## src/rtl/ibex_l2_rf_arbiter.sv

```systemverilog
// Round-robin arbiter for the single-port L2 register file: one access per cycle,
// x0 writes suppressed, registered read data. Burst locking is built with IBEX_L2_RF_LOCK_EN.
module ibex_l2_rf_arbiter #(
  parameter int unsigned NumReq    = 2,
  parameter int unsigned DataWidth = 32
) (
  input  logic                            clk_i,
  input  logic                            rst_ni,
  input  logic [NumReq-1:0]               req_i,
  input  logic [NumReq-1:0]               we_i,
  input  logic [NumReq-1:0][4:0]          addr_i,
  input  logic [NumReq-1:0][DataWidth-1:0] wdata_i,
`ifdef IBEX_L2_RF_LOCK_EN
  input  logic [NumReq-1:0]               lock_i,
`endif
  output logic [NumReq-1:0]               gnt_o,
  output logic [NumReq-1:0]               rvalid_o,
  output logic [DataWidth-1:0]            rdata_o,
  output logic [4:0]                      rf_addr_o,
  output logic [DataWidth-1:0]            rf_wdata_o,
  output logic                            rf_we_o,
  input  logic [DataWidth-1:0]            rf_rdata_i
);

  localparam int unsigned PtrW = (NumReq > 1) ? $clog2(NumReq) : 1;

  logic [PtrW-1:0]      ptr_q;
  logic [NumReq-1:0]    rvalid_q;
  logic [DataWidth-1:0] rdata_q;

  logic [NumReq-1:0]    elig;
  logic [NumReq-1:0]    gnt;
  logic                 gnt_valid;
  logic [PtrW-1:0]      gnt_idx;
  logic [PtrW-1:0]      ptr_next;
  logic                 sel_we;
  logic [4:0]           sel_addr;
  logic                 ptr_adv;

`ifdef IBEX_L2_RF_LOCK_EN
  logic                 locked_q;
  logic [PtrW-1:0]      owner_q;

  // While a burst is locked only the owner is eligible.
  always_comb begin
    elig = req_i;
    if (locked_q) begin
      elig          = '0;
      elig[owner_q] = req_i[owner_q];
    end
  end

  assign ptr_adv = gnt_valid && !locked_q;
`else
  assign elig    = req_i;
  assign ptr_adv = gnt_valid;
`endif

  // Search eligible requesters starting at the priority pointer, wrapping modulo NumReq.
  always_comb begin
    int unsigned cand;
    // NOTE: every always_comb output gets a default first so no path can infer a latch.
    cand      = 0;
    gnt_valid = 1'b0;
    gnt_idx   = '0;
    for (int unsigned i = 0; i < NumReq; i++) begin
      cand = 32'(ptr_q) + i;
      if (cand >= NumReq) cand = cand - NumReq;
      if (!gnt_valid && elig[cand]) begin
        gnt_valid = 1'b1;
        gnt_idx   = cand[PtrW-1:0];
      end
    end
  end

  always_comb begin
    gnt = '0;
    if (gnt_valid) gnt[gnt_idx] = 1'b1;
  end

  assign sel_we   = we_i[gnt_idx];
  assign sel_addr = addr_i[gnt_idx];
  assign ptr_next = (gnt_idx == PtrW'(NumReq - 1)) ? '0 : gnt_idx + 1'b1;

  // Outputs are forced quiet while reset is asserted, so the file sees no access.
  assign gnt_o      = rst_ni ? gnt : '0;
  assign rf_addr_o  = (rst_ni && gnt_valid) ? sel_addr : '0;
  assign rf_wdata_o = (rst_ni && gnt_valid) ? wdata_i[gnt_idx] : '0;
  assign rf_we_o    = rst_ni && gnt_valid && sel_we && (sel_addr != '0);
  assign rvalid_o   = rvalid_q;
  assign rdata_o    = rdata_q;

  // NOTE: sequential state uses non-blocking assignments so all registers update together.
  always_ff @(posedge clk_i or negedge rst_ni) begin
    if (!rst_ni) begin
      ptr_q    <= '0;
      rvalid_q <= '0;
      rdata_q  <= '0;
    end else begin
      rvalid_q <= gnt;
      if (gnt_valid) begin
        rdata_q <= (sel_we || (sel_addr == '0)) ? '0 : rf_rdata_i;
      end
      if (ptr_adv) ptr_q <= ptr_next;
    end
  end

`ifdef IBEX_L2_RF_LOCK_EN
  always_ff @(posedge clk_i or negedge rst_ni) begin
    if (!rst_ni) begin
      locked_q <= 1'b0;
      owner_q  <= '0;
    end else if (locked_q) begin
      if (!req_i[owner_q] || (gnt_valid && !lock_i[owner_q])) locked_q <= 1'b0;
    end else if (gnt_valid && lock_i[gnt_idx]) begin
      locked_q <= 1'b1;
      owner_q  <= gnt_idx;
    end
  end
`endif

endmodule

```

## config.mk

```make
export PLATFORM = sky130hd
export DESIGN_NAME = ibex_l2_rf_arbiter
export DESIGN_NICKNAME = d
export VERILOG_FILES = /design/src/rtl/ibex_l2_rf_arbiter.sv
export SDC_FILE = /design/constraint.sdc
export NUM_CORES = 1
export LEC_CHECK = 0
export CELL_PAD_IN_SITES_DETAIL_PLACEMENT = 1
export CELL_PAD_IN_SITES_GLOBAL_PLACEMENT = 1
export CORE_UTILIZATION = 19
export DETAILED_ROUTE_END_ITERATION = 12
export PLACE_DENSITY = 0.82
export SETUP_SLACK_MARGIN = 0.3
export SYNTH_ARGS = -nofsm -noshare
export SYNTH_HDL_FRONTEND = slang
export SYNTH_SLANG_ARGS = --single-unit
```

## constraint.sdc

```tcl
create_clock -name clk_i -period 2.23 [get_ports clk_i]
set_input_delay 0.3345 -clock clk_i [delete_from_list [all_inputs] [get_ports clk_i]]
set_output_delay 0.3345 -clock clk_i [all_outputs]
set_load 0.05 [all_outputs]
```

# Word level (Yosys, flattened, before mapping)

Index checks and enable logic that the tools add are counted.

$add $sub $neg: 4
Multipliers: 0
Div/mod/pow operators: 0
Order comparisons: 6
Equality and inequality tests: 0
Shift-type cells: 0
Multiplexer cells: 24
Bitwise gates (word level): 0
Reductions and logical operators: 9

Operator list:

| kind                                                              | count |
|---|---|
| two-way mux 32 bit                                                | 6 |
| < comparator 32 x 2 -> 1 bit, second input constant               | 2 |
| two-way mux 5 bit                                                 | 3 |
| two-way mux 1 bit                                                 | 12 |
| logical AND 1 bit                                                 | 5 |
| logical NOT 5 bit                                                 | 1 |
| nonzero test 5 bit                                                | 1 |
| two-way mux 2 bit                                                 | 2 |
| subtractor 1 x 2 -> 3 bit, second input constant                  | 1 |
| subtractor 2 x 2 -> 3 bit, second input constant                  | 1 |
| adder 1 x 1 -> 2 bit, second input constant                       | 1 |
| greater-or-equal comparator 1 x 2 -> 1 bit, second input constant | 1 |
| greater-or-equal comparator 2 bit, second input constant          | 1 |
| < comparator 1 x 2 -> 1 bit, second input constant                | 1 |
| adder 1 bit, second input constant                                | 1 |
| demux 1 bit (select 1 bit)                                        | 1 |
| greater-or-equal comparator 1 bit, second input constant          | 1 |
| logical NOT 1 bit                                                 | 1 |
| logical OR 1 bit                                                  | 1 |

Bits in registers: 35
Latch bits: 0
RAM bits: 0
ROM bits: 0
Input bits: 112
Logic and storage cells: 46
Memories kept: 0

# Depth between registers and ports, before layout

Gate-level depths: netlist (run 1).

Depth in word-level cells: 14
Mapped depth: 7
Depth with buffers taken out: 5

# Least setup slack after synthesis (run 1)

OpenSTA, ideal clock, no wires.

Kind: register -> output
Start point: register ptr_q
End point: output rf_wdata_o[11]
Arrival: 2014 ps
Path slack: -118 ps
Cell stages (with the launch flop): 7
Buffers on the path: 2
Path through: dfrtp_1 nand2b_1 nand2_1 clkbuf_1 buf_2 nand2_1 a21oi_1

Cells in the longest elaborated chain, start to end: 11
Elaborated cells on any way between the ends: 21
Classes of those cells: add/sub (3); order compare (2); mux (13); reduce/logical (3)

Ends and longest elaborated chain:

| element                                                                                        | line | source |
|---|---|---|
| start, declared                                                                                | 27   | `logic [PtrW-1:0] ptr_q;` |
| start signal, assigned                                                                         | 104  | `if (ptr_adv) ptr_q <= ptr_next;` |
| subtractor 1 x 2 -> 3 bit / greater-or-equal comparator 1 x 2 -> 1 bit (equally long branches) | 68   | `if (cand >= NumReq) cand = cand - NumReq;` |
| two-way mux 32 bit                                                                             | 68   |  |
| two-way mux 1 bit (not written as such) (2 in series)                                          | 69   | `if (!gnt_valid && elig[cand]) begin` |
| two-way mux 1 bit                                                                              | 69   |  |
| logical NOT 1 bit                                                                              | 69   |  |
| logical AND 1 bit                                                                              | 69   |  |
| two-way mux 1 bit                                                                              | 69   |  |
| two-way mux 32 bit (not written as such) (2 in series)                                         | 88   | `assign rf_wdata_o = (rst_ni && gnt_valid) ? wdata_i[gnt_idx] : '0;` |
| two-way mux 32 bit (*)                                                                         | 88   |  |
| end, declared                                                                                  | 20   | `output logic [DataWidth-1:0] rf_wdata_o,` |

Mark *: on every way between the ends. The rest lies on a longest branch, timed or not. The select of a mux whose other input is x is not followed.

# Worst setup path after layout (run 1)

Start point: register ptr_q
End point: output rf_wdata_o[25]

The elaborated chain is that of the path after synthesis.

==> summary.md, run 1 <==
| Metric | Value |
|---|---|
| Hold violation count in the final report | `0` |
| Number of buffers created by CTS | `5` |
| Initial core utilization | `19.7%` |
| Final number of max-transition violations | `0` |
| Share of the clock period used by the worst path | `96.1%` |
| Total global-route track usage | `23.2%` |
| Ratio of routed vias to standard cells | `4.69` |
| Worst setup EP type | `output port` |
| Util after Layout | `62.8%` |
| Global-route wire length before repair | `17500 microns` |
| Post-synthesis net count | `329` |
| Dominant cells by area after synthesis | `dfrtp_1 48%, nand2_1 15%, a22o_1 15%, a21oi_1 10%, clkbuf_1 2.2%` |
| Commonest non-fill, non-tap cell in the layout | `clkdlybuf4s50_1` |
| Data arrival, critical path | `1.81 ns` |
| Pin count of the biggest net entering global routing | `37` |
| Combinational family with the most area after synthesis | `compound AO/OA/AOI/OAI gates` |
| Number of diodes | `0` |
| Warning count from the yosys run | `0` |
| Drt first pass iters | `4` |
| Max-slew headroom | `48.6%` |
| CP bufs+invs | `6` |
| Sw Share | `39.7%` |
| Remaining design rule violation count | `0` |
| Dominant delay contributor by cell family on the critical path | `buffers and inverters` |
| Count of nets after finishing | `555` |
| CP Launch Point | `ptr_q$_DFFE_PN0N_` |
| Fin crit period | `2.14 ns` |
| Fraction of layout instances using a drive strength above 1 | `44.6%` |
| Number of global-route vias before repair | `3172` |
| Outcome | `complete, no violations` |
| Unrepaired setup endpoints after global routing | `yes` |
| Synthesized-area fraction occupied by ao, oa, aoi and oai cells | `28.7%` |
| Type of the worst setup path | `flip-flop to output port` |
| Number of cell instances on the worst register-to-register path | `12` |
| Clock power share | `15.0%` |
| Sequence of cells on the critical path | `nand2b_4 -> nand2_8 -> buf_12 -> inv_16 -> buf_12 -> buf_12 -> buf_16 -> nand2_2 -> a21oi_4 -> buf_12` |
| Library cell contributing the largest single delay on the critical path | `dfrtp_1` |
| Number of unique standard cell types used by synthesis | `18` |
| Register bit count reported by yosys | `35` |
| Final routed wire length divided by cell count | `22.0 microns` |
| Most used cells in the layout excluding fill and tap cells | `134 x clkdlybuf4s50_1, 53 x buf_12, 37 x a21oi_4` |
| Synth top area share | `47.6%` |
| Relative contribution of sequential cells to total power | `25.2%` |
| Startpoint of the lowest-slack register-to-register path | `ptr_q$_DFFE_PN0N_` |
| Layout overhead on the synthesized area | `218%` |
| Worst-path maximum fanout | `6` |
| Die outline area | `0.0101 sq mm` |
| Number of placement rows | `35` |
| Clock Skews | `0.00556 ns` |
| Part of the Yosys area used for sequential elements | `47.6%` |
| Int Pwr | `1740 uW` |
| Power per cell area | `493 mW/mm^2` |
| Remaining antenna violation count | `0` |
| Top_reg_cell synth | `dfrtp_1` |
| Die width | `100 microns` |
| Share of cell area taken by muxes after synthesis | `0%` |
| Total power | `2890 uW` |
| Total number of vias | `2686` |
| Capturing instance or port of the critical path | `rf_wdata_o[25]` |
| 1st-iter DRT viols | `57` |
| Clock Tree Buf Depth | `2` |
| Number of synthesized flops with an enable pin | `0` |
| Synthesized netlist cell count | `217` |
| Post-Syn Area | `0.00184 sq mm` |
| Number of cells on the critical path | `10` |
| Setup violators final | `0` |
| I/O pin total | `186` |
| Detailed Place HPWL | `7090 microns` |
| Core area | `0.00933 sq mm` |
| Register-to-Register Setup Slack | `0.15 ns` |
| Clock transition at the registers of the reported paths | `0.07 ns` |
| Maximum Capacitance Violations | `0` |
| Adder-cell share of the synthesized area | `0%` |
| Peak supply drop | `0.203 mV` |
| Most frequent CP cell | `buf_12` |
| Combinational cell fraction of total power | `59.8%` |
| Switching power | `1150 uW` |
| Dpl cells | `526` |
| Total length of routed wires | `12600 microns` |
| Launching element type of the critical path | `flip-flop` |
| Number of buffers inserted by hold repair at cts | `0` |
| TritonCTS clock tree | `built` |
| Worst hold margin | `0.143 ns` |
| Async set-or-reset flop fraction in the synthesized netlist | `100%` |
| Vertical die dimension | `100 microns` |
| Routability congestion estimate from global placement | `0.702` |
| Clock Root Buffer | `clkbuf_8` |
| XOR/XNOR share of the synthesized area | `0%` |
| Worst-skew pair later-pin latency | `0.28 ns` |
| Worst reg2reg path endpoint | `rdata_o[3]$_DFFE_PN0N_` |
| Count of input and output buffers | `185` |
| Area fraction in and, or, nand and nor cells after synthesis | `17.7%` |
| Worst Path Required | `1.90 ns` |
| Leakage component of the power | `0.00247 uW` |
| Total clock sinks | `35` |
| Synthesized area per cell | `8.49 sq um` |
| Antenna violations before repair | `0` |
| Gr ovfl total | `0` |
| Worst hold-check path type | `primary input to async pin` |
| Number of H-tree levels | `2` |
| Slew at the pin with the worst max-slew slack | `0.769 ns` |
| Stage delay of the slowest cell on the critical path | `0.36 ns` |
| Top achievable clock speed | `467 MHz` |
| Cell taking the most area after synthesis | `dfrtp_1` |
| Layout Cells excl Fill | `573` |
-- power by group through the flow --
stage	clock, uW	sequential, uW	combinational, uW
2_1_floorplan	0	939	454
3_3_place_gp	0	734	1280
3_5_place_dp	0	740	1310
4_1_cts	452	728	1620
5_1_grt	477	735	1790
6_report	435	727	1730
-- what timing repair did --
| item | 4_1_cts | 5_1_grt |
|---|---|---|
| gates cloned | 10 | 1 |
| pin swaps | 53 | 44 |
| resized for setup | 99 | 58 |
| buffers inserted | 24 | 4 |
| endpoints found under the setup margin | 71 | 71 |
-- metrics by stage --
stage                     worst slack (ns)  setup TNS [ns]  instance area [sq um]
after CTS                           0.0836               0                   5570
after global placement              -0.101           -3.07                   4610
final                               0.0866               0                   5860
after floorplan                      0.175               0                   2130
after global routing                0.0202               0                   5860
after detailed placement            -0.164           -4.73                   4610
-- synthesized netlist by cell type, types with 2 or more instances --
master	instances
or4_1	2
a21oi_1	38
clkbuf_1	11
nand2_1	75
buf_6	3
nor2_1	3
a22o_1	32
dfrtp_1	35
buf_2	4
o21ai_0	2
a211oi_2	2
inv_1	4
-- logic make-up (layout without fill, tap and decap cells) --
kind of cell / after synthesis / in the layout
buffers and inverters: 22 / 249
DFF: 35 / 35
and+or+nand+nor: 83 / 83
AOI/OAI and AO/OA: 77 / 77
-- registers in the layout, indices dropped and copies added, names as in the netlist --
| signal | flops |
|---|---|
| ptr_q | 1 |
| rvalid_o | 2 |
| rdata_o | 32 |
-- worst min path at each step --
stage / from / endpoint / slack, ns
finish: rst_ni / rdata_o[31]$_DFFE_PN0N_ / 0.14
floorplan: rst_ni / ptr_q$_DFFE_PN0N_ / 0.04
CTS: rst_ni / rdata_o[26]$_DFFE_PN0N_ / 0.17
detailed placement: rst_ni / ptr_q$_DFFE_PN0N_ / 0.48
global placement: rst_ni / ptr_q$_DFFE_PN0N_ / 0.46
global route: rst_ni / rdata_o[26]$_DFFE_PN0N_ / 0.17
-- area by class of cell --
type                    count  area, sq um
flip-flops and latches     35          876
multi-input cells         160         1630
well taps                 129          161
clock inverters             1         5.00
repair buffers            237         3080
clock buffers               7         76.3
inverters                   4         31.3
fillers                   908         3470
-- metal layers --
| layer | GRT usage (%) | vias to the layer above | wire length (microns) |
|---|---|---|---|
| met4 | 8.92 | 0 | 421 |
| li1 | - | 1212 | - |
| met2 | 43.3 | 155 | 6530 |
| met1 | 24.3 | 1293 | 4650 |
| met5 | 0 | - | 0 |
| met3 | 7.07 | 26 | 990 |
-- worst reg2reg max path, delay by kind of cell, from the launching register on --
family	cells	cell delay (ns)
buf+inv	8	0.95
compound gates	2	0.42
flops	1	0.39
simple gates	2	0.25
(Power assumes the default switching activity.)
==> run 2, diff against run 1 <==
- CTS_CLUSTER_DIAMETER: unset -> 50
==> results of run 2 <==
Same layout as run 1: the final DEF is identical, and so are final timing and power.
==> run 3, diff against run 2 <==
- CELL_PAD_IN_SITES_DETAIL_PLACEMENT: 1 -> unset
- CELL_PAD_IN_SITES_GLOBAL_PLACEMENT: 1 -> unset
- CORE_UTILIZATION: 19 -> 29
- PLACE_DENSITY: 0.82 -> 0.81
- SLEW_MARGIN: unset -> 5
==> summary.md, run 3 (same netlist as run 1, synthesis figures left out) <==
| Metric | Value |
|---|---|
| Sequence of cells on the critical path | `nand2b_4 -> nand2_8 -> inv_8 -> buf_12 -> buf_12 -> nand2_1 -> a21oi_4 -> buf_12` |
| Library cell contributing the largest single delay on the critical path | `dfrtp_1` |
| Most frequent CP cell | `buf_12` |
| Data arrival, critical path | `1.77 ns (-0.04 ns)` |
| Die width | `81.7 microns (-19%)` |
| Max FFs per register | `32 (unchanged)` |
| Unrepaired setup endpoints after global routing | `yes` |
| Setup violators final | `0 (unchanged)` |
| 1st-iter DRT viols | `106 (+86%)` |
| Pin count of the biggest net entering global routing | `36 (-2.7%)` |
| Outcome | `complete, no violations` |
| Register-to-Register Setup Slack | `0.38 ns (+0.23 ns)` |
| Layout overhead on the synthesized area | `184%` |
| Drt first pass iters | `4 (unchanged)` |
| Number of cells on the critical path | `8 (-2)` |
| Power per cell area | `541 mW/mm^2 (+9.7%)` |
| Gr ovfl total | `0 (unchanged)` |
| Number of global-route vias before repair | `2720 (-14%)` |
| Vertical die dimension | `81.7 microns (-19%)` |
| Hold violation count in the final report | `0 (unchanged)` |
| Total global-route track usage | `26.8% (+3.6 points)` |
| Worst-skew pair later-pin latency | `0.30 ns (+0.02 ns)` |
| Worst Path Required | `1.90 ns (about the same)` |
| Maximum Capacitance Violations | `0 (unchanged)` |
| Number of buffers created by CTS | `5 (unchanged)` |
| Number of diodes | `0 (unchanged)` |
| Total clock sinks | `35 (unchanged)` |
| Antenna violations before repair | `0 (unchanged)` |
| Detailed Place HPWL | `6480 microns (-8.7%)` |
| Worst setup EP type | `output port` |
| Number of buffers inserted by hold repair at cts | `0 (unchanged)` |
| Total power | `2830 uW (-1.9%)` |
| Fill cells | `264 (-71%)` |
| Total length of routed wires | `10600 microns (-16%)` |
| Count of input and output buffers | `185 (unchanged)` |
| Max-slew headroom | `64.5% (+16 points)` |
| Core area | `0.00603 sq mm (-35%)` |
| Clock transition at the registers of the reported paths | `0.09 ns (+0.02 ns)` |
| TritonCTS clock tree | `built` |
| Fraction of layout instances using a drive strength above 1 | `38.3% (-6.3 points)` |
| Layout Cells excl Fill | `495 (-14%)` |
| Top achievable clock speed | `476 MHz (+2.1%)` |
| Share of the clock period used by the worst path | `94.2% (-2.0 points)` |
| Commonest non-fill, non-tap cell in the layout | `clkdlybuf4s50_1` |
| Dominant delay contributor by cell family on the critical path | `buffers and inverters` |
| Die outline area | `0.00667 sq mm (-34%)` |
| Dpl cells | `474 (-9.9%)` |
| Worst hold margin | `0.169 ns (+0.0259 ns)` |
| Startpoint of the lowest-slack register-to-register path | `ptr_q$_DFFE_PN0N_` |
| Initial core utilization | `30.6% (+11 points)` |
| Number of H-tree levels | `2 (unchanged)` |
| Final routed wire length divided by cell count | `21.4 microns (-2.5%)` |
| Most used cells in the layout excluding fill and tap cells | `134 x clkdlybuf4s50_1, 50 x buf_12, 40 x nand2_1` |
| CP Launch Point | `ptr_q$_DFFE_PN0N_` |
| Clock Skews | `0.0149 ns (+0.00932 ns)` |
| Remaining design rule violation count | `0 (unchanged)` |
| Ratio of routed vias to standard cells | `5.37 (+15%)` |
| Count of nets after finishing | `531 (-4.3%)` |
| Type of the worst setup path | `flip-flop to output port` |
| CP bufs+invs | `4 (-2)` |
| Clock Tree Buf Depth | `2 (unchanged)` |
| Final number of max-transition violations | `0 (unchanged)` |
| Worst reg2reg path endpoint | `rdata_o[11]$_DFFE_PN0N_` |
| Number of cell instances on the worst register-to-register path | `9 (-3)` |
| Number of placement rows | `28 (-20%)` |
| Launching element type of the critical path | `flip-flop` |
| I/O pin total | `186 (unchanged)` |
| Routability congestion estimate from global placement | `0.775 (+10%)` |
| Total number of vias | `2658 (-1.0%)` |
| Stage delay of the slowest cell on the critical path | `0.38 ns (+0.02 ns)` |
| Remaining antenna violation count | `0 (unchanged)` |
| Fin crit period | `2.10 ns (-0.0435 ns)` |
| Leakage component of the power | `0.00217 uW (-12%)` |
| Worst hold-check path type | `primary input to async pin` |
| Worst-path maximum fanout | `11 (+5)` |
| Peak supply drop | `0.633 mV (+210%)` |
| Slew at the pin with the worst max-slew slack | `0.532 ns (-0.237 ns)` |
| Clock Root Buffer | `clkbuf_8` |
| Global-route wire length before repair | `13400 microns (-23%)` |
[run 3: cell types whose count changed in the layout (fill, tap and decap cells not counted), sizes merged]
cell,change
dlymetal6s2s,-5
dlygate4sd2,+4
bufinv,+1
clkdlybuf4s15,+2
clkbuf,-2
inv,+1
buf,-25
[run 3: power breakdown]
| part | internal (uW) | total (uW) | switching [uW] |
|---|---|---|---|
| clock network | 339 | 599 | 260 |
| logic | 694 | 1500 | 807 |
| registers | 694 | 733 | 39.5 |
| total | 1730 | 2830 | 1110 |
[run 3: through the flow]
| step | TNS, ns | util (%) | setup slack (ns) | instance area, sq um |
|---|---|---|---|---|
| finish | 0 | 86.9 | 0.130 | 5240 |
| global route | 0 | 86.9 | 0.0957 | 5240 |
| CTS | 0 | 82.8 | 0.218 | 4990 |
| detailed placement | -0.0855 | 75.9 | -0.0186 | 4570 |
| global placement | -0.0180 | 75.9 | -0.00197 | 4570 |
| floorplan | 0 | - | 0.175 | 2130 |
[run 3: layout make-up]
| cell class | count | area, sq um | share of cell area [%] |
|---|---|---|---|
| Clock buffer | 5 | 68.8 | 1.31 |
| Tap cell | 75 | 93.8 | 1.79 |
| Multi-Input combinational cell | 160 | 1430 | 27.3 |
| Clock inverter | 3 | 47.5 | 0.908 |
| Sequential cell | 35 | 876 | 16.7 |
| Inverter | 4 | 22.5 | 0.430 |
| Timing Repair Buffer | 213 | 2700 | 51.5 |
[run 3: routing by layer]
layer / global-route usage (%) / vias to the layer above / part of all wire [%]
met5: 0 / - / 0
met4: 9.82 / 0 / 4.1
met3: 7.89 / 32 / 7.8
met2: 51.2 / 159 / 54
met1: 27.1 / 1309 / 35
li1: - / 1158 / -
[run 3: worst max-delay path by stage]
stage | slack [ns] | endpoint
6_report | 0.13 | rf_wdata_o[29]
5_1_grt | 0.1 | rf_wdata_o[29]
3_5_place_dp | -0.02 | rdata_o[20]$_DFFE_PN0N_
2_1_floorplan | 0.17 | rf_wdata_o[11]
4_1_cts | 0.22 | rf_we_o
3_3_place_gp | -0.002 | rdata_o[0]$_DFFE_PN0N_
[run 3: worst reg2reg max path: stages (launching register included)]
cell	delay (ns)
dfrtp_1	0.40
nand2b_4	0.18
nand2_8	0.10
inv_8	0.04
buf_12	0.12
clkbuf_16	0.16
buf_4	0.14
a211oi_4	0.25
buf_12	0.21
a22o_1	0.18
[run 3: repair_timing]
| item | CTS | global route |
|---|---|---|
| cloned | 4 | 2 |
| buffers inserted | 6 | 1 |
| setup endpoints to repair | 43 | 39 |
| pin swaps | 24 | 30 |
| resized for setup | 46 | 47 |
